**src/rtl/hilo_muldiv_if.sv**
```systemverilog
// Decoder-facing bundle for the HI/LO multiply/divide unit: start/read
// controls and operands in, committed HI/LO, read data and stall out.
interface hilo_muldiv_if #(
    parameter int WIDTH = 32
);
    logic             ToLH;
    logic [3:0]       AluOP;
    logic [1:0]       LHToReg;
    logic [WIDTH-1:0] A;
    logic [WIDTH-1:0] B;
    logic [WIDTH-1:0] HI;
    logic [WIDTH-1:0] LO;
    logic [WIDTH-1:0] LHOut;
    logic             Busy;
    logic             Stall;

    modport master (
        output ToLH, AluOP, LHToReg, A, B,
        input  HI, LO, LHOut, Busy, Stall
    );

    modport slave (
        input  ToLH, AluOP, LHToReg, A, B,
        output HI, LO, LHOut, Busy, Stall
    );
endinterface

```
**src/rtl/hilo_muldiv_unit.sv**
```systemverilog
// Iterative unsigned MULTU/DIVU unit with architectural HI/LO registers.
// One bit per cycle for WIDTH cycles; HI/LO update atomically on the final edge.
module hilo_muldiv_unit #(
    parameter int WIDTH = 32,
    parameter int CNT_W = 6
) (
    input  logic           clk,
    input  logic           rst_n,
    hilo_muldiv_if.slave   bus
);
    localparam logic [3:0]       OP_MULTU = 4'b0011;
    localparam logic [3:0]       OP_DIVU  = 4'b0100;
    localparam logic [CNT_W-1:0] CNT_LAST = CNT_W'(WIDTH - 1);

    typedef enum logic [1:0] {
        S_IDLE,
        S_MUL,
        S_DIV
    } state_t;

    state_t             state_q;
    logic [CNT_W-1:0]   cnt_q;
    logic [WIDTH-1:0]   a_q;
    logic [WIDTH-1:0]   b_q;
    logic [2*WIDTH-1:0] acc_q;
    logic [WIDTH-1:0]   hi_q;
    logic [WIDTH-1:0]   lo_q;
    logic               busy_q;

    // Multiply: add multiplicand into the upper half, then shift the whole
    // accumulator right; after WIDTH steps it holds the full product.
    logic [WIDTH:0]     mul_sum_d;
    logic [2*WIDTH-1:0] mul_next_d;

    // Divide: a_q shifts dividend bits out (MSB first) and quotient bits in;
    // the remainder lives in the low half of acc_q.
    logic [WIDTH:0]     div_shift_d;
    logic [WIDTH:0]     div_diff_d;
    logic               div_ge_d;
    logic [WIDTH-1:0]   div_rem_d;
    logic [WIDTH-1:0]   div_quot_d;

    always_comb begin
        mul_sum_d   = {1'b0, acc_q[2*WIDTH-1:WIDTH]} + (b_q[0] ? {1'b0, a_q} : '0);
        mul_next_d  = {mul_sum_d, acc_q[WIDTH-1:1]};

        div_shift_d = {acc_q[WIDTH-1:0], a_q[WIDTH-1]};
        div_diff_d  = div_shift_d - {1'b0, b_q};
        // A zero divisor always "fits", giving an all-ones quotient and the
        // dividend as remainder.
        div_ge_d    = ~div_diff_d[WIDTH];
        div_rem_d   = div_ge_d ? div_diff_d[WIDTH-1:0] : div_shift_d[WIDTH-1:0];
        div_quot_d  = {a_q[WIDTH-2:0], div_ge_d};
    end

    always_ff @(posedge clk or negedge rst_n) begin
        if (!rst_n) begin
            state_q <= S_IDLE;
            cnt_q   <= '0;
            a_q     <= '0;
            b_q     <= '0;
            acc_q   <= '0;
            hi_q    <= '0;
            lo_q    <= '0;
            busy_q  <= 1'b0;
        end else begin
            case (state_q)
                S_IDLE: begin
                    if (bus.ToLH && (bus.AluOP == OP_MULTU || bus.AluOP == OP_DIVU)) begin
                        a_q     <= bus.A;
                        b_q     <= bus.B;
                        acc_q   <= '0;
                        cnt_q   <= '0;
                        busy_q  <= 1'b1;
                        state_q <= (bus.AluOP == OP_MULTU) ? S_MUL : S_DIV;
                    end
                end
                S_MUL: begin
                    acc_q <= mul_next_d;
                    b_q   <= b_q >> 1;
                    if (cnt_q == CNT_LAST) begin
                        hi_q    <= mul_next_d[2*WIDTH-1:WIDTH];
                        lo_q    <= mul_next_d[WIDTH-1:0];
                        busy_q  <= 1'b0;
                        cnt_q   <= '0;
                        state_q <= S_IDLE;
                    end else begin
                        cnt_q <= cnt_q + 1'b1;
                    end
                end
                S_DIV: begin
                    acc_q[WIDTH-1:0] <= div_rem_d;
                    a_q              <= div_quot_d;
                    if (cnt_q == CNT_LAST) begin
                        hi_q    <= div_rem_d;
                        lo_q    <= div_quot_d;
                        busy_q  <= 1'b0;
                        cnt_q   <= '0;
                        state_q <= S_IDLE;
                    end else begin
                        cnt_q <= cnt_q + 1'b1;
                    end
                end
                default: begin
                    state_q <= S_IDLE;
                    busy_q  <= 1'b0;
                end
            endcase
        end
    end

    assign bus.HI    = hi_q;
    assign bus.LO    = lo_q;
    assign bus.Busy  = busy_q;
    assign bus.LHOut = (bus.LHToReg == 2'b01) ? lo_q :
                       (bus.LHToReg == 2'b10) ? hi_q : '0;
    assign bus.Stall = busy_q & (bus.ToLH | (bus.LHToReg != 2'b00));

endmodule

```
**src/flat_wrapper.sv**
```systemverilog
// flat-port wrapper written by rule: the top's interface ports become plain ports
module hilo_muldiv_unit_flat 
#(
    parameter int WIDTH = 32,
    parameter int CNT_W = 6
)
  (clk, rst_n, bus_ToLH, bus_AluOP, bus_LHToReg, bus_A, bus_B, bus_HI, bus_LO, bus_LHOut, bus_Busy, bus_Stall);
  hilo_muldiv_if #(.WIDTH(WIDTH)) bus_i ();
  input  logic clk;
  input  logic rst_n;
  input wire logic [$bits(bus_i.ToLH)-1:0] bus_ToLH;
  input wire logic [$bits(bus_i.AluOP)-1:0] bus_AluOP;
  input wire logic [$bits(bus_i.LHToReg)-1:0] bus_LHToReg;
  input wire logic [$bits(bus_i.A)-1:0] bus_A;
  input wire logic [$bits(bus_i.B)-1:0] bus_B;
  output wire logic [$bits(bus_i.HI)-1:0] bus_HI;
  output wire logic [$bits(bus_i.LO)-1:0] bus_LO;
  output wire logic [$bits(bus_i.LHOut)-1:0] bus_LHOut;
  output wire logic [$bits(bus_i.Busy)-1:0] bus_Busy;
  output wire logic [$bits(bus_i.Stall)-1:0] bus_Stall;
  assign bus_i.ToLH = bus_ToLH;
  assign bus_i.AluOP = bus_AluOP;
  assign bus_i.LHToReg = bus_LHToReg;
  assign bus_i.A = bus_A;
  assign bus_i.B = bus_B;
  assign bus_HI = bus_i.HI;
  assign bus_LO = bus_i.LO;
  assign bus_LHOut = bus_i.LHOut;
  assign bus_Busy = bus_i.Busy;
  assign bus_Stall = bus_i.Stall;
  hilo_muldiv_unit #(.WIDTH(WIDTH), .CNT_W(CNT_W)) u_core (.clk(clk), .rst_n(rst_n), .bus(bus_i));
endmodule
```
**config.mk**
```make
export PLATFORM = sky130hd
export DESIGN_NAME = hilo_muldiv_unit_flat
export DESIGN_NICKNAME = d
export VERILOG_FILES = /design/src/rtl/hilo_muldiv_if.sv /design/src/rtl/hilo_muldiv_unit.sv /design/src/flat_wrapper.sv
export SDC_FILE = /design/constraint.sdc
export NUM_CORES = 1
export LEC_CHECK = 0
export ABC_AREA = 1
export CAP_MARGIN = 25
export CORE_MARGIN = 2
export CORE_UTILIZATION = 53
export DETAILED_ROUTE_END_ITERATION = 7
export GPL_TIMING_DRIVEN = 0
export PLACE_DENSITY = 0.79
export RECOVER_POWER = 100
export SYNTH_ARGS = -nofsm -noshare
export SYNTH_HDL_FRONTEND = slang
export SYNTH_SLANG_ARGS = --single-unit
```
**constraint.sdc**
```tcl
create_clock -name clk -period 2.8 [get_ports clk]
set_clock_uncertainty 0.1 [all_clocks]
set_input_delay 0.84 -clock clk [delete_from_list [all_inputs] [get_ports clk]]
set_output_delay 0.84 -clock clk [all_outputs]
set_load 0.005 [all_outputs]
```
* After elaboration in Yosys (flattened, before gate mapping)
Cells that the tools add are included.
** Operators by class
- Reduce and logical (&&, ||, !) cells :: 16
- Eq/ne operators :: 11
- Mux-type cells :: 27
- Bitwise logic cells :: 3
- Add/subtract/negate cells :: 3
** Operators with widths (number)
- 32-bit two-way mux :: 10
- 32-bit case mux with 2 select lines :: 5
- 32-bit case mux with 3 select lines :: 1
- 64-bit two-way mux :: 1
- 32-bit by 33-bit adder with 33-bit output :: 1
- 33-bit by 32-bit subtractor with 33-bit output :: 1
- 6-bit two-way mux :: 2
- 6-bit case mux with 2 select lines :: 1
- 2-bit AND reduction :: 5
- 2-bit nonzero test :: 5
- 2-bit by 1-bit inequality test with 1-bit output (second input constant) :: 4
- 6-bit by 1-bit adder with 6-bit output (second input constant) :: 1
- 6-bit by 5-bit == test with 1-bit output (second input constant) :: 1
- 2-bit two-way mux :: 3
- 2-bit by 1-bit == test with 1-bit output (second input constant) :: 2
- 2-bit == test (second input constant) :: 2
- 4-bit by 2-bit == test with 1-bit output (second input constant) :: 1
- 4-bit by 3-bit == test with 1-bit output (second input constant) :: 1
- 2-bit case mux with 2 select lines :: 1
- 3-bit AND reduction :: 1
- 3-bit nonzero test :: 1
- 2-bit zero test :: 1
- 1-bit two-way mux :: 2
- 1-bit case mux with 2 select lines :: 1
- other kinds (6) :: 6
** Storage, ports and cells
- Flip-flop bits (word level) :: 201
- Input port bits :: 73
- Output and inout port bits :: 98
- Logic and storage cells :: 69

* Longest topological paths before layout
- Word-level depth :: 5
- Depth in mapped cells :: 21
- Depth with buffers taken out :: 20

* Worst setup path before layout
OpenSTA, ideal clock, no wires.
- Path kind :: register to register
- From :: register u_core.b_q[0]
- To :: register u_core.hi_q[23] (netlist: u_core.bus.HI[23])
- Path slack :: 0.136 ns
- Required time :: 2.584 ns
- Cell stages (with the launch flop) :: 21
- Arrival time :: 2.447 ns
- Setup time :: 0.116 ns
- Clock period less this slack :: 2.664 ns
- Cell sequence :: dfrtp_1 -> clkbuf_1 -> nand2_1 -> inv_1 -> ha_1 -> inv_1 -> fa_1 -> inv_1 -> nand3_1 -> nand3_1 -> nand2_1 -> nand2_1 -> nand2_1 -> nand2_1 -> nand3_1 -> nand2_1 -> nand2_1 -> nand3_1 -> nand2_1 -> nand2_1 -> nand2_1
** On the way
- Word-level cells in the longest chain between the ends :: 4
- Elaborated cells between the ends (all ways) :: 7
- Those cells by class :: 2 x add/sub; 5 x mux
** Ends and longest elaborated chain
- from (decl) :: RTL line hilo_muldiv_unit.sv:24 : logic [WIDTH-1:0] b_q;
- from (signal assigned) :: RTL line hilo_muldiv_unit.sv:71 : b_q <= bus.B;
- from (signal assigned) :: RTL line hilo_muldiv_unit.sv:80 : b_q <= b_q >> 1;
- 33-bit by 32-bit subtractor with 33-bit output or 32-bit two-way mux (tied branches) :: RTL line hilo_muldiv_unit.sv:48, hilo_muldiv_unit.sv:44
- 32-bit two-way mux or 32-bit by 33-bit adder with 33-bit output (tied branches) :: RTL line hilo_muldiv_unit.sv:52, hilo_muldiv_unit.sv:44
- 32-bit two-way mux (on tied branches) :: RTL line hilo_muldiv_unit.sv:94, hilo_muldiv_unit.sv:81
- 32-bit case mux with 2 select lines * :: RTL line hilo_muldiv_unit.sv:67 : case (state_q)
- to (signal assigned) :: RTL line hilo_muldiv_unit.sv:82 : hi_q <= mul_next_d[2*WIDTH-1:WIDTH];
- to (signal assigned) :: RTL line hilo_muldiv_unit.sv:95 : hi_q <= div_rem_d;
- to (decl) :: RTL line hilo_muldiv_unit.sv:26 : logic [WIDTH-1:0] hi_q;
Every way passes the cells marked *; elsewhere a longest branch is shown, timed or not. The select of a mux whose other input is x is not followed.
A chain may end at the register's enable or synchronous reset.

* Worst setup path after layout
- From :: register u_core.b_q[0]
- To :: register u_core.acc_q[57]
** On the way
- Word-level cells in the longest chain between the ends :: 3
** Ends and longest elaborated chain
- 32-bit two-way mux :: RTL line hilo_muldiv_unit.sv:44 : mul_sum_d = {1'b0, acc_q[2*WIDTH-1:WIDTH]} + (b_q[0] ? {1'b0, a_q} : '0);
- 32-bit by 33-bit adder with 33-bit output :: RTL line hilo_muldiv_unit.sv:44
- 32-bit case mux with 2 select lines :: RTL line hilo_muldiv_unit.sv:67
- to (signal assigned) :: RTL line hilo_muldiv_unit.sv:79 : acc_q <= mul_next_d;
- to (signal, indexed assignment) :: RTL line hilo_muldiv_unit.sv:92 : acc_q[WIDTH-1:0] <= div_rem_d;
- to (decl) :: RTL line hilo_muldiv_unit.sv:25 : logic [2*WIDTH-1:0] acc_q;
Every way passes these cells.

==> flow_summary.ini <==
[clock_tree]
clockBufferDepth = 3
clk_pin_slew_ns = 0.06
cts_root_buf = clkbuf_16
cts.sinks = 201
cts_tree = built
cts_buffers = 24
htree_levels = 1
insertion_delay_ns = 0.55

[yosys]
yosysTopAreaCell = dfrtp_1
syn-num-nets = 2506
synthArstFlopShare_pct = 100
synth_edf_count = 0
ys_seq_area_share_pct = 32.7
avgSynthCellArea_um2 = 6.52
synth_cell_types = 49
yosysWarnings = 0
yosys-top-cells-area = dfrtp_1, nand2_1, inv_1
syn_area_um2 = 15400
synth.top_cell.area_share_pct = 32.7
syn_inst = 2361
synth_ff_type = dfrtp_1
synth_seq_cells = 201
synth_commonest_cells = nand2_1, inv_1, dfrtp_1
yosysMostFrequentCell = nand2_1

[drt]
drc = 0
drtAntennaViolNets = 0
first_iter_violations = 1965
drt_wl_total_mm = 59.8
routed-via-count = 17200
via_per_inst = 5.70
routedWlPerCell_um = 19.9
dr.pass1.iters = 6

[floorplan]
core_area_um2 = 28600
rows = 62
dieArea_um2 = 30400
ioPinCount = 171
fp.dieW_um = 174
dieHeight_um = 174
initial_utilization_pct = 53.8

[worst_setup_path]
r2r-start = u_core.b_q[0]
worstPathMaxFanout = 9
required_ns = 3.12
r2r-end = u_core.acc_q[57]
cp-end-kind = flip-flop
regToRegSetupSlack_ns = -0.11
worstSetupStartpointType = flip-flop
arrival_ns = 3.23
rr_worst_depth = 16
critical_path_class = reg -> reg

[power_and_ir_drop]
ir_drop_mv = 0.605
pwr-share-clk_pct = 16.7
powerDensity_nw_per_um2 = 1030
switching_share_pct = 49.8
internal-power_mw = 10.4
leakagePower_nw = 10.7
power_switching_mw = 10.3
seqPwrFrac_pct = 22.7
power_frac_comb_pct = 60.7

[timing]
post-route-min-period_ns = 2.91
min_period_over_period_pct = 104
rsz0062_at_grt = true
finalHoldViolCount = 0
tightest_slew_ns = 1.36
drv_slew = 0
fin_ws_ns = -0.105
max_clock_freq_ghz = 0.344
setup_viol = 24
whs_ns = 0.404
slew_headroom_pct = 9.11

[min_path]
hold_end = u_core.acc_q[55]
hold_start = u_core.acc_q[55]
min_path_type = reg -> reg
hold_depth = 2

[finish]
diodes = 0
fillCellCount = 2429
drive_gt1_share_pct = 18.5
layout.nets = 2752
area_growth_pct = 30.6
seqCellArea_um2 = 5030
final_core_utilization_pct = 70.2
fin_area_um2 = 20100
multi_input_area_um2 = 9880

[placement]
gp_congestion = 1.04
hpwlAfterDp_mm = 45.2
place_area_um2 = 17600
port-buffer-count = 169

[global_routing]
grt_remaining_overflow = 0
grt_pass1_wl_mm = 90.4
grt_max_degree = 112
grt_usage_pct = 38.2
grt_pass1_vias = 16200
antenna_found_initial = 0

[run_status]
outcome = finished, violations left
violations = negative setup slack

[job]
cap_violations = 0
layout by cell type (no fill, tap or decap), types with 10 or more instances in the layout:
master           instances
nand2_4                 39
nor2_2                  17
a21oi_4                 11
nand4_1                 15
clkbuf_2                13
a21oi_1                 36
nand3_4                 10
o211ai_1                30
buf_4                   47
inv_2                   26
nor2_4                  11
clkdlybuf4s50_1         68
o21ai_0                 86
a31oi_1                 41
nand2_1                843
nand2_2                 67
a21oi_2                 17
nand3b_1                12
inv_1                  312
ha_1                    42
clkbuf_1                40
buf_2                   42
ha_4                    19
nor2_1                 119
dfrtp_1                199
nand3_2                 35
o21ai_2                 12
nand3_1                135
o21ai_1                 28
dlygate4sd3_1           65
clkbuf_16               28
worst max path at each step:
stage / end / startpoint
3_3_place_gp: u_core.cnt_q[2] / rst_n
3_5_place_dp: bus_LHOut[18] / bus_LHToReg[0]
2_1_floorplan: u_core.bus.HI[23] / u_core.b_q[0]
4_1_cts: u_core.bus.HI[25] / u_core.b_q[0]
5_1_grt: u_core.acc_q[57] / u_core.b_q[0]
6_report: u_core.acc_q[57] / u_core.b_q[0]
state kept, by name (all words and copies together), names as in the netlist:
| signal | flops |
|---|---|
| u_core.a_q | 32 |
| u_core.bus.LO | 32 |
| u_core.state_q | 2 |
| u_core.cnt_q | 6 |
| u_core.bus.Busy | 1 |
| u_core.b_q | 32 |
| u_core.acc_q | 64 |
| u_core.bus.HI | 32 |
cell families (layout without fill, tap and decap cells):
family	count (synthesis)	count (layout)	synth area share, %
xor gates and xnor gates	19	19	1.08
buffers and inverters	428	692	10.9
and+or+nand+nor	1347	1347	38.1
adders and majority gates	72	72	5.95
DFF	201	201	32.7
AOI/OAI and AO/OA	294	294	11.2
power by group through the flow:
stage	logic, mW	registers [mW]	clock network (mW)
after floorplan	6.60	4.48	0
after global placement	10.2	4.64	0
after detailed placement	10.4	4.67	0
after CTS	11.3	4.66	3.44
after global routing	13.5	4.80	3.54
final	12.6	4.70	3.46
routing by layer:
metal,up-vias,track usage [%],share of wire (%)
met2,891,62.8,46
met4,0,18.9,6.5
met3,222,4.48,8.1
met5,-,0,0
met1,8076,50.1,40
li1,7965,-,-
critical path, stage by stage (launching register included):
cell	delay, ns
dfrtp_2	0.56
clkbuf_16	0.22
buf_12	0.13
nand2_1	0.08
inv_2	0.09
ha_4	0.24
nand2_2	0.10
inv_1	0.07
nand2_1	0.08
nand2_1	0.07
nand2_2	0.07
nand4_1	0.25
nand4_1	0.23
nand3b_1	0.17
buf_4	0.17
nand3_1	0.08
nand2_1	0.07
cell type report:
class / instances / area share (%)
Multi-Input combinational cell: 1732 / 49.1
Sequential cell: 201 / 25.0
Timing Repair Buffer: 221 / 10.2
Inverter: 343 / 6.46
Clock buffer: 31 / 3.32
Buffer: 84 / 2.57
Tap cell: 384 / 2.39
Clock inverter: 13 / 0.884
per-stage QoR:
stage / setup TNS (ns) / cells / setup WS, ns / power (mW)
after CTS: -0.107 / 2977 / -0.0559 / 19.4
after floorplan: 0 / 2361 / 0.136 / 11.1
after global routing: -5.73 / 3009 / -0.167 / 21.9
after global placement: -1692.62 / 2914 / -7.83 / 14.9
final: -0.797 / 3009 / -0.105 / 20.7
after detailed placement: -129.86 / 2915 / -1.44 / 15.1
timing repair:
action	in CTS	in global routing
cloned	2	2
gates resized for setup	330	182
pin swaps	24	68
buffers inserted	17	30
endpoints found under the setup margin	198	146
hold buffers	0	0
(Power assumes the default switching activity.)
